==> src/rtl/pipelined_barrel_shifter.sv <==
// pipelined_barrel_shifter
//
// Multi-mode barrel shifter for N-bit operands: logical left, logical right,
// arithmetic right and rotate-left by 0..N-1, plus the last bit shifted out.
// Timing:
//   - An accepted operand is first captured in an acceptance register.
//   - It then passes through S = log2(N) registered mux rows.
//   - Out_valid rises S edges after the accepting edge.
// The whole pipe freezes while the consumer stalls.
//
// Ports:
//   clk        rising-edge clock
//   rst_n      asynchronous active-low reset, clears every stage register
//   in         operand (N bits)
//   amt        shift amount, unsigned, 0..N-1 (S bits)
//   mode       00 LSL, 01 LSR, 10 ASR, 11 ROL
//   in_valid   in/amt/mode are valid
//   in_ready   operand can be accepted this cycle (low while stalled)
//   out        shifted result, straight from the final stage register
//   out_carry  last bit shifted or rotated out (0 when amt = 0)
//   out_valid  out/out_carry are valid
//   out_ready  consumer takes the result on this edge

module pipelined_barrel_shifter #(
  parameter int N = 8,
  parameter int S = $clog2(N)
) (
  input  logic         clk,
  input  logic         rst_n,
  input  logic [N-1:0] in,
  input  logic [S-1:0] amt,
  input  logic [1:0]   mode,
  input  logic         in_valid,
  output logic         in_ready,
  output logic [N-1:0] out,
  output logic         out_carry,
  output logic         out_valid,
  input  logic         out_ready
);

  localparam logic [1:0] MODE_LSL = 2'b00;
  localparam logic [1:0] MODE_LSR = 2'b01;
  localparam logic [1:0] MODE_ASR = 2'b10;
  localparam logic [1:0] MODE_ROL = 2'b11;

  // One mux row: shift the word by a fixed distance according to the mode.
  function automatic logic [N-1:0] shift_row(input logic [N-1:0] d,
                                             input logic [1:0]   m,
                                             input int           sh);
    logic [N-1:0] r;
    r = d;
    case (m)
      MODE_LSL: r = d << sh;
      MODE_LSR: r = d >> sh;
      MODE_ASR: r = $signed(d) >>> sh;
      default:  r = (d << sh) | (d >> (N - sh));
    endcase
    return r;
  endfunction

  logic         stall;
  logic [S-1:0] lsl_idx;
  logic [S-1:0] lsr_idx;
  logic         carry_in;

  // The carry depends on the full amount, so it is resolved once at
  // acceptance and then travels with the word. Both index expressions wrap
  // modulo N, which gives N-k and k-1 directly for k = 1..N-1.
  always_comb begin
    lsl_idx  = S'(N) - amt;
    lsr_idx  = amt - S'(1);
    carry_in = 1'b0;
    if (amt != '0) begin
      if ((mode == MODE_LSL) || (mode == MODE_ROL)) begin
        carry_in = in[lsl_idx];
      end else begin
        carry_in = in[lsr_idx];
      end
    end
  end

  // Whole-pipe freeze: no bubble squeezing, so a single enable covers
  // every stage.
  assign stall    = out_valid && !out_ready;
  assign in_ready = !stall;

  // Stage 0 is the acceptance register; stage gi (gi >= 1) holds the output
  // of the mux row that shifts by 2^(gi-1) when amt bit gi-1 is set.
  for (genvar gi = 0; gi <= S; gi++) begin : g_stage
    logic [N-1:0] data_q;
    logic [N-1:0] data_d;
    logic [1:0]   mode_q;
    logic [1:0]   mode_d;
    logic [S-1:0] amt_q;
    logic [S-1:0] amt_d;
    logic         carry_q;
    logic         carry_d;
    logic         valid_q;
    logic         valid_d;

    if (gi == 0) begin : g_accept
      always_comb begin
        data_d  = data_q;
        mode_d  = mode_q;
        amt_d   = amt_q;
        carry_d = carry_q;
        valid_d = valid_q;
        if (!stall) begin
          data_d  = in;
          mode_d  = mode;
          amt_d   = amt;
          carry_d = carry_in;
          valid_d = in_valid;
        end
      end
    end else begin : g_row
      always_comb begin
        data_d  = data_q;
        mode_d  = mode_q;
        amt_d   = amt_q;
        carry_d = carry_q;
        valid_d = valid_q;
        if (!stall) begin
          data_d  = g_stage[gi-1].amt_q[gi-1]
                  ? shift_row(g_stage[gi-1].data_q, g_stage[gi-1].mode_q, 1 << (gi - 1))
                  : g_stage[gi-1].data_q;
          mode_d  = g_stage[gi-1].mode_q;
          amt_d   = g_stage[gi-1].amt_q;
          carry_d = g_stage[gi-1].carry_q;
          valid_d = g_stage[gi-1].valid_q;
        end
      end
    end

    always_ff @(posedge clk or negedge rst_n) begin
      if (!rst_n) begin
        data_q  <= '0;
        mode_q  <= '0;
        amt_q   <= '0;
        carry_q <= 1'b0;
        valid_q <= 1'b0;
      end else begin
        data_q  <= data_d;
        mode_q  <= mode_d;
        amt_q   <= amt_d;
        carry_q <= carry_d;
        valid_q <= valid_d;
      end
    end
  end

  assign out       = g_stage[S].data_q;
  assign out_carry = g_stage[S].carry_q;
  assign out_valid = g_stage[S].valid_q;

  // Mode and amount are fully consumed by the last row; the final copies
  // are kept only so every stage register has the same shape.
  logic unused_tail;
  assign unused_tail = ^{g_stage[S].amt_q, g_stage[S].mode_q};

endmodule

==> config.mk <==
export PLATFORM = sky130hd
export DESIGN_NAME = pipelined_barrel_shifter
export DESIGN_NICKNAME = d
export VERILOG_FILES = /design/src/rtl/pipelined_barrel_shifter.sv
export SDC_FILE = /design/constraint.sdc
export NUM_CORES = 1
export LEC_CHECK = 0
export ABC_AREA = 1
export CAP_MARGIN = 20
export CORE_MARGIN = 3
export CORE_UTILIZATION = 60
export DETAILED_ROUTE_END_ITERATION = 7
export GPL_TIMING_DRIVEN = 0
export HOLD_SLACK_MARGIN = 0.12
export PLACE_DENSITY = 0.86
export SLEW_MARGIN = 10
export SYNTH_ARGS = -nofsm -noshare
export SYNTH_HDL_FRONTEND = slang
export SYNTH_SLANG_ARGS = --single-unit
==> constraint.sdc <==
create_clock -name clk -period 2.8 [get_ports clk]
set_input_delay 0.28 -clock clk [delete_from_list [all_inputs] [get_ports clk]]
set_output_delay 0.28 -clock clk [all_outputs]
set_load 0.02 [all_outputs]
* Word-level counts from Yosys, hierarchy flattened
Cells that the tools add are included.
** Storage, ports and cells
- Logic and storage cells :: 53
- Register bits after elaboration :: 55
- Output and inout bits :: 11
** Cells by class
- Magnitude comparators :: 2
- Bitwise logic cells :: 3
- Equality and inequality tests :: 7
- Reduce and logical (&&, ||, !) cells :: 9
- Muxes and demuxes :: 12
- Add/sub/neg operators :: 2
** Operators by type and width (count)
- 8-bit one-hot mux with 3 select lines :: 3
- 8-bit 2-to-1 mux :: 3
- 2-bit == test (second input constant) :: 4
- 2-bit zero test :: 4
- 3-bit by 4-bit < comparator with 1-bit output (second input constant) :: 2
- 8-bit by 1-bit OR with 8-bit output :: 1
- 8-bit by 2-bit OR with 8-bit output :: 1
- 8-bit by 4-bit OR with 8-bit output :: 1
- 1-bit binary-select mux with 3-bit select :: 2
- 2-bit by 1-bit == test with 1-bit output (second input constant) :: 3
- 1-bit 2-to-1 mux :: 4
- 3-bit nonzero test :: 1
- 1-bit by 3-bit subtractor with 3-bit output (first input constant) :: 1
- 3-bit by 1-bit subtractor with 3-bit output (second input constant) :: 1
- 1-bit zero test :: 2
- 1-bit logical AND :: 1
- 1-bit logical OR :: 1

* Logic depth before layout (Yosys ltp)
- Word-level depth :: 5
- Gate-level depth with buffers :: 11
- Mapped depth without buffers :: 10

* Least setup slack after synthesis
No wires, ideal clock.
- Path kind :: input to register
- From :: input amt[0]
- To :: register g_stage[0].carry_q
- Path slack :: 1.417 ns
- Data required time :: 2.683 ns
- Data arrival time :: 1.266 ns
- Stages on the path :: 9
- Cells stage by stage :: buf_4 inv_6 ha_1 ha_1 nand3b_1 nand2_1 nand2_1 nand3_1 nand2_1
** On the way
- Word-level cells in the longest chain between the ends :: 5
** RTL lines
- from (decl) :: line 31 : input logic [S-1:0] amt,
- 3-bit by 1-bit subtractor with 3-bit output / 1-bit by 3-bit subtractor with 3-bit output (equally long branches) :: line 71, 70
- 1-bit binary-select mux with 3-bit select, on equally long branches :: line 77, 75
- 1-bit 2-to-1 mux, on equally long branches :: line 77, 75
- 1-bit 2-to-1 mux :: line 74 : if ((mode == MODE_LSL) || (mode == MODE_ROL)) begin
- 1-bit 2-to-1 mux (*) :: line 73 : if (amt != '0) begin
- to (signal assigned) :: line 146 : carry_q <= carry_d;
- to (decl) :: line 96 : logic carry_q;
Mark *: on every way between the ends. The rest lies on a longest branch, timed or not. The select of a mux whose other input is x is not followed.
A chain may end at the register's enable or synchronous reset.

* Worst setup path in the final report
- From :: register g_stage[3].valid_q (netlist: out_valid)
- To :: output in_ready
** On the way
- Word-level cells in the longest chain between the ends :: 2
** RTL lines
- from (decl) :: line 98 : logic valid_q;
- from (signal assigned) :: line 147 : valid_q <= valid_d;
- 1-bit logical AND :: line 84 : assign stall = out_valid && !out_ready;
- 1-bit zero test
- to (decl) :: line 34 : output logic in_ready,
Every way passes these cells.

==> flow_metrics.env <==
export IMPL_status="finished clean"
export IMPL_synth_largest_area_cell="dfrtp_1"
export IMPL_hpwl_um=4290
export IMPL_synth_top_area_share_pct=49.5
export IMPL_hold_start="amt[0]"
export IMPL_holdPathStages=3
export IMPL_wl_um=5940
export IMPL_slew_violations=0
export IMPL_rsz0062_at_grt="false"
export IMPL_finalSetupViolCount=0
export IMPL_ir_drop_mv=0.383
export IMPL_drt_iter0_markers=142
export IMPL_min_to="g_stage[0].amt_q[0]"
export IMPL_fmax_mhz=462
export IMPL_start_util_pct=63.8
export IMPL_yosysWarnings=0
export IMPL_fin_crit_sh_pct=77.4
export IMPL_hp_class="in -> reg"
export IMPL_yosysUniqueCellTypes=27
export IMPL_hold_viol_final=0
export IMPL_cp_start_kind="register"
export IMPL_io_pins=28
export IMPL_cpMaxStageDelayCell="clkdlybuf4s50_1"
export IMPL_ant_nets=0
export IMPL_rows=23
export IMPL_clkSlewWorstSetupHoldPaths_ns=0.09
export IMPL_place_inst=419
export IMPL_tightest_slew_ns=0.455
export IMPL_synth_ff_latch_count=52
export IMPL_cts_buffers=5
export IMPL_grt_pass1_wl_um=10500
export IMPL_grt_pass1_vias=2391
export IMPL_final_area_sq_um=3100
export IMPL_fin_tns_setup_ns=0
export IMPL_gr_total_overflow=0
export IMPL_drive_above_1_share_pct=8.47
export IMPL_cts_root_buf="clkbuf_8"
export IMPL_syn_area_sq_um=2630
export IMPL_antennaDiodeCount=0
export IMPL_clock_skew_final_ns=0.00359
export IMPL_antenna_found_initial=0
export IMPL_final_core_util_pct=75.4
export IMPL_fin_crit_ns=2.17
export IMPL_ctsHoldBuffers=1
export IMPL_multi_input_area_sq_um=1080
export IMPL_r2r_start="out_valid"
export IMPL_clkLatencyLatePin_ns=0.30
export IMPL_drcViolationCount=0
export IMPL_gp_congestion=0.974
export IMPL_critPathMaxFanout=10
export IMPL_crit_arrival_ns=1.89
export IMPL_slowest_delay_ns=0.64
export IMPL_synth_area_leaders="dfrtp_1, nand2_1, inv_1"
export IMPL_holdWs_ns=0.357
export IMPL_core_area_sq_um=4120
export IMPL_nets=397
export IMPL_cts_tree="done"
export IMPL_placed_cell_area_sq_um=2970
export IMPL_die_height_um=72.2
export IMPL_power_density_nw_per_um2=1070
export IMPL_required_ns=2.52
export IMPL_num_vias=2421
export IMPL_drt_pass1_iter_count=6
export IMPL_die_area_sq_um=5210
export IMPL_rr_endpoint="g_stage[2].data_q[3]"
export IMPL_grt_max_degree=35
export IMPL_ys_seq_area_share_pct=49.5
export IMPL_crit_chain="inv_1 -> nor2_4 -> inv_2 -> buf_2 -> clkdlybuf4s50_1"
export IMPL_cts_sinks=52
export IMPL_netlist_instances=342
export IMPL_grt_usage_pct=25.4
export IMPL_fin_cells=428
export IMPL_p_leak_nw=1.55
export IMPL_regArea_sq_um=1300
export IMPL_htree_num_levels=2
export IMPL_area_growth_pct=18.0
export IMPL_worstSetupPathType="reg -> out"
export IMPL_post_cts_repair_setup_buffers=0
export IMPL_wl_per_cell_um=13.9
export IMPL_endpoint_kind="output port"
export IMPL_syn_nets=362
export IMPL_avgViaCountPerCell=5.66
export IMPL_clk_path_buf_depth=2
export IMPL_r2r_slack_ns=1.53
export IMPL_cts_resized=0
export IMPL_die_w_um=72.2
export IMPL_portBuffers=26
export IMPL_slew_headroom_pct=69.7
export IMPL_reg2regPathDepth=6
export IMPL_final_fill_count=331
export IMPL_avgSynthCellArea_sq_um=7.68
export IMPL_maxCapViolCount=0
kinds of logic after synthesis:
group / synth area share [%]
flip-flops: 49.5
AO/OA/AOI/OAI: 14.7
adder cells (fa/ha/maj): 1.43
XOR/XNOR: 0.667
AND/OR/NAND/NOR: 24.1
buffers and inverters: 9.52
how the worst max path moves through the flow:
stage                                end  slack [ns]  depth (start not counted)  startpoint
global route                    in_ready        0.55                          5   out_valid
floorplan             g_stage[0].carry_q        1.42                          9      amt[0]
CTS                             in_ready        0.64                          5   out_ready
finish                          in_ready        0.63                          5   out_valid
detailed placement              in_ready        0.66                          5   out_ready
global placement    g_stage[0].data_q[6]        0.02                          1       rst_n
cells in the mapped netlist:
cell and instances:
nor2_1 18, a21oi_2 1, o21ai_0 32, ha_1 3, inv_4 1, a22oi_1 1
a21oi_1 4, nor2_4 1, buf_2 11, o22ai_1 3, nand3_1 21, buf_4 1
o211ai_1 1, o21ai_1 11, nand3b_1 1, inv_6 1, nand2_1 110, nand2_2 2
xor2_1 2, clkbuf_1 1, nand2_4 1, dfrtp_1 52, inv_2 2, inv_1 43
or2_0 1, o21ai_2 1, a31oi_1 16
critical path: cells and delay by family, from the launching register on:
family	cells	cell delay, ns
buffers and inverters	4	1.12
flip-flops	1	0.39
AND/OR/NAND/NOR	1	0.06
power by group:
group | internal [W] | switching [W] | leakage [nW] | total, W
Clock | 0.000315 | 0.000240 | 0.0645 | 0.000556
Combinational | 0.000545 | 0.000884 | 0.864 | 0.00143
Sequential | 0.00109 | 0.000240 | 0.622 | 0.00133
Total | 0.00195 | 0.00136 | 1.55 | 0.00331
layout by cell type, fill, tap and decap left out:
cell               n
a21oi_1            4
a21oi_2            1
a22oi_1            1
a31oi_1           16
buf_12             1
buf_2             12
buf_4              1
bufinv_16          1
clkbuf_1           1
clkbuf_8           7
clkdlybuf4s50_1   25
dfrtp_1           52
dlygate4sd3_1      1
ha_1               3
inv_1             43
inv_2              2
inv_4              1
inv_6              1
nand2_1          110
nand2_2            2
nand2_4            1
nand3_1           21
nand3b_1           1
nor2_1            18
nor2_4             1
o211ai_1           1
o21ai_0           32
o21ai_1           11
o21ai_2            1
o22ai_1            3
or2_0              1
xor2_1             2
area by class of cell:
cell class              instances  share of cell area, %
clock buffers                   7                   3.11
repair buffers                 28                   9.20
plain buffers                  13                   2.14
flip-flops and latches         52                   42.0
multi-input cells             230                   34.7
inverters                      47                   5.93
well taps                      50                   2.02
clock inverters                 1                  0.968
stage by stage:
step | setup slack [ns] | total power (W)
after floorplan | 1.42 | 0.00226
after global placement | 0.0206 | 0.00265
after detailed placement | 0.655 | 0.00273
after CTS | 0.640 | 0.00328
after global routing | 0.548 | 0.00355
final | 0.634 | 0.00331
sequential cells by signal, summed over array words and instances (netlist names):
signal / cells
out_carry: 1
g_stage.valid_q: 3
out: 8
out_valid: 1
g_stage.data_q: 24
g_stage.carry_q: 3
g_stage.mode_q: 6
g_stage.amt_q: 6
per-layer routing:
layer	track usage, %	part of all wire [%]	vias to the layer above
met1	28.5	40	1154
met2	46.9	52	82
met5	0	0	-
met4	10.9	3.1	0
met3	4.43	4.8	23
li1	-	-	1162
Power figures use the tool's default switching activity.
